[src/rtl/lcd_ctrl.sv]
// HD44780 4-bit write-only LCD sequencer: power-on init, then one byte per
// CPU write sent as two timed nibbles followed by an execution wait.
//   clk, rst        : clock, synchronous active-high reset
//   wr, wr_data,    : byte write strobe, byte, register select
//   wr_rs
//   busy, init_done : CPU status; drop flags a write lost while busy
//   lcd_e/rw/rs/db  : LCD bus (DB[7:4] only, rw tied low)
module lcd_ctrl #(
   parameter int unsigned E_SETUP      = 2,
   parameter int unsigned E_WIDTH      = 13,
   parameter int unsigned E_HOLD       = 2,
   parameter int unsigned CMD_WAIT     = 1080,
   parameter int unsigned CLEAR_WAIT   = 41000,
   parameter int unsigned POWERON_WAIT = 405000,
   parameter int unsigned INIT_WAIT1   = 110700,
   parameter int unsigned INIT_WAIT2   = 2700,
   parameter int unsigned CNT_WIDTH    = 20
) (
   input  logic       clk,
   input  logic       rst,
   input  logic       wr,
   input  logic [7:0] wr_data,
   input  logic       wr_rs,
   output logic       busy,
   output logic       init_done,
   output logic       drop,
   output logic       lcd_e,
   output logic       lcd_rw,
   output logic       lcd_rs,
   output logic [3:0] lcd_db
);

   typedef enum logic [2:0] {
      PWR_WAIT, SETUP, E_HI, HOLD, WAIT, IDLE
   } state_t;

   // step 0..3 are the init nibbles, ST_HI/ST_LO the halves of a CPU byte
   localparam logic [2:0] ST_HI = 3'd4;
   localparam logic [2:0] ST_LO = 3'd5;

   state_t               state;
   logic [2:0]           step;
   logic [7:0]           byte_q;
   logic [CNT_WIDTH-1:0] cnt;
   logic [CNT_WIDTH-1:0] lim;
   logic                 done;
   logic                 is_clr;

   // last count value of a phase; a zero-length phase still takes a cycle
   function automatic logic [CNT_WIDTH-1:0] last_of(input int unsigned p);
      return (p == 0) ? '0 : CNT_WIDTH'(p - 1);
   endfunction

   assign lcd_rw = 1'b0;

   // clear (0x01) and return-home (0x02/0x03) need the long wait
   assign is_clr = !lcd_rs && (byte_q[7:2] == 6'd0) && (byte_q[1:0] != 2'd0);

   always_comb begin
      lim = '0;
      unique case (state)
         PWR_WAIT: lim = last_of(POWERON_WAIT);
         SETUP:    lim = last_of(E_SETUP);
         E_HI:     lim = last_of(E_WIDTH);
         HOLD:     lim = last_of(E_HOLD);
         WAIT: begin
            if (step == 3'd0)      lim = last_of(INIT_WAIT1);
            else if (step == 3'd1) lim = last_of(INIT_WAIT2);
            else if (is_clr)       lim = last_of(CLEAR_WAIT);
            else                   lim = last_of(CMD_WAIT);
         end
         default:  lim = '0;
      endcase
   end

   // counter runs up from 0 each phase; every phase change happens on done
   assign done = (cnt == lim);

   always_ff @(posedge clk) begin
      if (rst) begin
         state     <= PWR_WAIT;
         cnt       <= '0;
         step      <= '0;
         byte_q    <= '0;
         busy      <= 1'b1;
         init_done <= 1'b0;
         drop      <= 1'b0;
         lcd_e     <= 1'b0;
         lcd_rs    <= 1'b0;
         lcd_db    <= '0;
      end else begin
         if (wr && busy) drop <= 1'b1;
         cnt <= done ? '0 : cnt + 1'b1;
         unique case (state)
            PWR_WAIT: if (done) begin
               state  <= SETUP;
               step   <= 3'd0;
               lcd_rs <= 1'b0;
               lcd_db <= 4'h3;
            end
            SETUP: if (done) begin
               state <= E_HI;
               lcd_e <= 1'b1;
            end
            E_HI: if (done) begin
               state <= HOLD;
               lcd_e <= 1'b0;
            end
            HOLD: if (done) begin
               if (step == ST_HI) begin
                  state  <= SETUP;
                  step   <= ST_LO;
                  lcd_db <= byte_q[3:0];
               end else begin
                  state <= WAIT;
               end
            end
            WAIT: if (done) begin
               if (step < 3'd3) begin
                  state  <= SETUP;
                  step   <= step + 3'd1;
                  lcd_db <= (step == 3'd2) ? 4'h2 : 4'h3;
               end else begin
                  state     <= IDLE;
                  busy      <= 1'b0;
                  init_done <= 1'b1;
               end
            end
            IDLE: if (wr) begin
               state  <= SETUP;
               step   <= ST_HI;
               busy   <= 1'b1;
               byte_q <= wr_data;
               lcd_rs <= wr_rs;
               lcd_db <= wr_data[7:4];
            end
            default: state <= PWR_WAIT;
         endcase
      end
   end

endmodule

[config.mk]
export PLATFORM = sky130hd
export DESIGN_NAME = lcd_ctrl
export DESIGN_NICKNAME = d
export VERILOG_FILES = /design/src/rtl/lcd_ctrl.sv
export SDC_FILE = /design/constraint.sdc
export NUM_CORES = 1
export LEC_CHECK = 0
export ABC_AREA = 1
export CAP_MARGIN = 10
export CORE_MARGIN = 2
export CORE_UTILIZATION = 35
export DETAILED_ROUTE_END_ITERATION = 6
export DONT_BUFFER_PORTS = 1
export GPL_ROUTABILITY_DRIVEN = 0
export MAX_ROUTING_LAYER = met4
export SLEW_MARGIN = 30
export SYNTH_ARGS = -nofsm -noshare
export SYNTH_HDL_FRONTEND = slang
export SYNTH_SLANG_ARGS = --single-unit
export TNS_END_PERCENT = 20
[constraint.sdc]
create_clock -name clk -period 2.4 [get_ports clk]
set_input_delay 0.48 -clock clk [delete_from_list [all_inputs] [get_ports clk]]
set_output_delay 0.48 -clock clk [all_outputs]
set_load 0.03 [all_outputs]
# Yosys cells after proc, flatten, opt, wreduce, memory -nomap -nowiden
# Cells that the tools add are included.
# word_totals
regBits,43
input_bits,12
output_inout_bits,10
word_cells,90
# op_classes
addsub,2
n_lt_le_gt_ge,1
n_eq_ne,18
mux,37
n_bitwise,1
n_reduce_logical,21
# ops
operator,count
case mux 19 bit (4 select lines),1
2-to-1 mux 3 bit,14
2-to-1 mux 16 bit,2
2-to-1 mux 4 bit,6
"adder 20 x 1 -> 20 bit, second input constant",1
== test 20 bit,1
"!= test 2 bit, second input constant",9
case mux 3 bit (6 select lines),1
2-to-1 mux 17 bit,1
case mux 4 bit (4 select lines),1
case mux 3 bit (4 select lines),1
"== test 3 x 2 -> 1 bit, second input constant",3
"== test 3 bit, second input constant",3
AND reduction 3 bit,3
nonzero test 2 bit,4
2-to-1 mux 1 bit,7
AND reduction 7 bit,1
"== test 3 x 1 -> 1 bit, second input constant",2
logical NOT 3 bit,2
logical NOT 6 bit,1
case mux 1 bit (2 select lines),3
AND reduction 6 bit,1
AND reduction 4 bit,1
nonzero test 4 bit,1
other kinds (7),10

# Depth between registers and ports, before layout
# logic_depth
ltp_word,10
ltp_mapped,17
depth_no_buf,17

# Worst setup path after synthesis
# No wires, ideal clock.
# synth_timing
path_type,register to register
start,reg step[0]
end,reg busy
setup_ns,0.130
arrival_ns,1.825
required_time_ns,2.270
slack_ns,0.445
stages_incl_launch_ff,16
path_buffers,0
synth_period_minus_slack_ns,1.955
cell_sequence,dfxtp_1 -> inv_1 -> ha_1 -> inv_1 -> nor2_1 -> nand3_1 -> nand2_1 -> nand2_1 -> nand2_1 -> nor2_1 -> nand2_1 -> nor2_2 -> nand3_4 -> or2_1 -> nand2_1 -> nand3_1
# synth_via
elab_chain_cells,7
elab_cells_between_ends,10
classes_between,order compare: 1; eq/ne: 4; mux: 3; reduce/logical: 2
# synth_rtl
element,line_no,rtl
start: declaration,42,logic [2:0] step;
start signal: assignment,121,step <= step + 3'd1;
== test 3 x 1 -> 1 bit,68,else if (step == 3'd1) lim = last_of(INIT_WAIT2);
2-to-1 mux 16 bit,68,
2-to-1 mux 17 bit,67,if (step == 3'd0) lim = last_of(INIT_WAIT1);
case mux 19 bit (4 select lines),61,unique case (state)
== test 20 bit,77,assign done = (cnt == lim);
!= test 2 bit (no source line),-,
AND reduction 4 bit (no source line) *,-,
end signal: assignment,85,busy <= 1'b1;
end signal: assignment,125,busy <= 1'b0;
end signal: assignment,132,busy <= 1'b1;
end: declaration,24,"output logic busy,"
# Mark *: on every way between the ends. The rest lies on a longest branch, timed or not.
# A chain may end at the register's enable or synchronous reset.

# Final worst setup path
# layout_timing
start,reg step[0]
end,reg step[0]
# layout_via
elab_chain_cells,7
elab_cells_between_ends,18
classes_between,add/sub: 1; order compare: 1; eq/ne: 8; mux: 6; reduce/logical: 2
# layout_rtl
element,line_no
== test 3 x 1 -> 1 bit,68
2-to-1 mux 16 bit,68
2-to-1 mux 17 bit,67
case mux 19 bit (4 select lines),61
== test 20 bit,77
!= test 2 bit (no source line),-
AND reduction 7 bit (no source line),-
# Several ways; a longest one is shown, not always the timed one. The select of a mux whose other input is x is not followed.

==> run summary <==
status: finished clean
first-pass GRT wire length: 10,100 µm
Initial DRT Pass Iterations: 4
Main synth FF type: dfxtp_1
share of cells above drive strength 1: 10.5%
Int Pwr: 1.04 mW
crit path kind: reg -> reg
Antenna Cells: 0
Post-synth EDFFs: 0
syn nets: 400
clk slew on worst S/H paths: 0.08 ns
unrepaired setup endpoints after global routing: no
mapped cell area: 2490 µm²
die width: 88.3 µm
DR vias: 2,342
starting density of the core: 36.4%
Yosys cell types: 38
pin count of the biggest net entering global routing: 17
Hold Violations, Final: 0
worst-path maximum fanout: 10
Syn Area/Cell: 6.49 µm²
VDD IR max: 329 µV
Area Overhead vs Synth: 11.5%
Max Cap Viol: 0
CTS root buf: clkbuf_8
number of global-route vias before repair: 2,196
initial antenna violation count: 0
f_max: 0.465 GHz
Core Rows: 30
clk buf depth: 2
sw frac: 20.9%
Gate power share: 2.9%
dpl hpwl: 4440 µm
chip height: 88.3 µm
Clock Power Share: 41.8%
Post-DP Area: 2610 µm²
Power Dens Cells: 473 nW/µm²
CP endpoint kind: register
Required @ worst endpoint: 2.62 ns
Slew HR: 66.7%
async set-reset flop share out of synthesis: 0%
area leader, netlist: dfxtp_1
CTS tree: built
clock skew: 0.00662 ns
die area: 7790 µm²
gate count of the mapped netlist: 383
top cells by count, synth: nand2_1 (101), nor2_1 (56), inv_1 (44)
Psw: 0.274 mW
cell area after layout: 2770 µm²
Worst path slowest cell: dfxtp_2
Num CTS Buffers: 5
clk_lat worst skew: 0.29 ns
initial drt markers: 112
synthesized flop and latch total: 43
Nets: 408
Hold Path Class: in -> reg
Pleak: 1.12 nW
DR WL/cell: 12.0 µm
post-route antenna net violation count: 0
core area: 6830 µm²
top post-synthesis cells by area: dfxtp_1 (35%), nand2_1 (15%), nor2_1 (8.5%)
I/O Buffers: 0
H-tree Lvls: 2
Worst Path Arrival: 2.37 ns
GR Overflow Total: 0
yosys warns: 0
CP startpoint kind: register
Sink Count: 43
fin worst setup slack: 0.252 ns
sequential share of the synthesized area: 34.6%
slowest stage delay, CP: 0.34 ns
Tcrit/Tclk final: 89.5%
Slew @ Worst Pin: 0.497 ns
final setup fails: 0
Slew Viols, Final: 0
top cell type's share of synthesized area: 34.6%
most common cell in the netlist: nand2_1
num ports: 22
sum of negative setup slack: 0 ns
Most common cell on crit path: nand2_1
residual DRC count: 0
sequential power share: 55.3%
crit path time final: 2.15 ns
Vias/cell: 4.81
Fillers: 777
Total Routing Usage GR: 16.7%
routed wire length: 5870 µm
worst slack, placed: 0.148 ns
critical path cell sequence: inv_1 > ha_4 > inv_1 > nor2_2 > nand4_1 > nand2_1 > nand2_1 > nor2_1 > nand2_1 > nor2_2 > nand3_4 > nand2_4 > nand2_4 > nand2_1 > nand2_1 > nor2_1
registers in the layout, indices dropped and copies added (netlist names):
signal,flops
lcd_db,4
step,3
lcd_e,1
init_done,1
state,3
cnt,20
lcd_rs,1
byte_q,8
drop,1
busy,1
worst max-delay path, delay by kind of cell, from the launching register on:
family	cells	cell delay, ns
adders and majority gates	1	0.19
buffers and inverters	2	0.23
DFF	1	0.34
and+or+nand+nor	13	1.30
power groups by stage:
stage	clock network [mW]	logic [mW]	registers (mW)
floorplan	0	0.0320	0.741
global placement	0	0.0366	0.741
detailed placement	0	0.0372	0.742
CTS	0.567	0.0371	0.725
global route	0.587	0.0447	0.726
finish	0.548	0.0383	0.725
path summary, 6_finish.rpt:
check	startpoint	endpoint	slack [ns]	cells after the start
worst max-delay path	step[0]	step[0]	0.25	16
worst min-delay path	rst	init_done	0.25	1
worst max register to register	step[0]	step[0]	0.25	16
worst min register to register	byte_q[6]	byte_q[6]	0.46	2
area by class of cell:
| class | count | area, µm² | area share, % |
|---|---|---|---|
| Timing Repair Buffer | 9 | 75.1 | 2.71 |
| Tap cell | 96 | 120 | 4.33 |
| Sequential cell | 43 | 863 | 31.1 |
| Clock inverter | 1 | 30.0 | 1.08 |
| Clock buffer | 6 | 72.6 | 2.62 |
| Inverter | 46 | 174 | 6.27 |
| Multi-Input combinational cell | 286 | 1440 | 51.9 |
per-layer routing:
metal,vias up,wire [µm],global-route usage [%]
met5,-,0,-
met4,0,35,3.31
met3,2,212,2.52
met2,36,2650,26.9
met1,1068,2970,22.5
li1,1236,-,-
cells by family (layout without fill, tap and decap cells):
logic type / after synthesis / after routing / share of synthesized area, %
other: 1 / 1 / 0.151
AOI/OAI and AO/OA: 47 / 47 / 9.97
adders and majority gates: 5 / 5 / 2.52
and+or+nand+nor: 223 / 223 / 40.3
xor gates and xnor gates: 10 / 10 / 3.52
DFF: 43 / 43 / 34.6
buffers and inverters: 54 / 62 / 8.96
stage by stage:
stage,power (mW),hold WS (ns),utilization (%),instances
2_1_floorplan,0.773,0.430,-,383
3_3_place_gp,0.778,0.446,38.2,478
3_5_place_dp,0.779,0.451,38.2,478
4_1_cts,1.33,0.236,39.7,485
5_1_grt,1.36,0.233,40.6,487
6_report,1.31,0.246,40.6,487
cells in the final DEF, fill, tap and decap left out, types with 3 or more instances in the layout:
cell and n:
ha_1 3, inv_1 43, clkbuf_8 5, nor2_2 5, nor2_1 54, nand2_1 101
nand3_1 30, nor3_1 5, nor4_1 3, or2_2 3, o21ai_0 16, buf_4 8
nand2_4 3, xor2_1 8, nand4_1 5, a21oi_1 24, dfxtp_1 41
timing repair:
item,CTS,global route
buffers inserted,0,2
hold buffers,0,0
gates resized for setup,0,13
endpoints found under the setup margin,0,31
No activity file was read; power rests on OpenSTA's default activity.
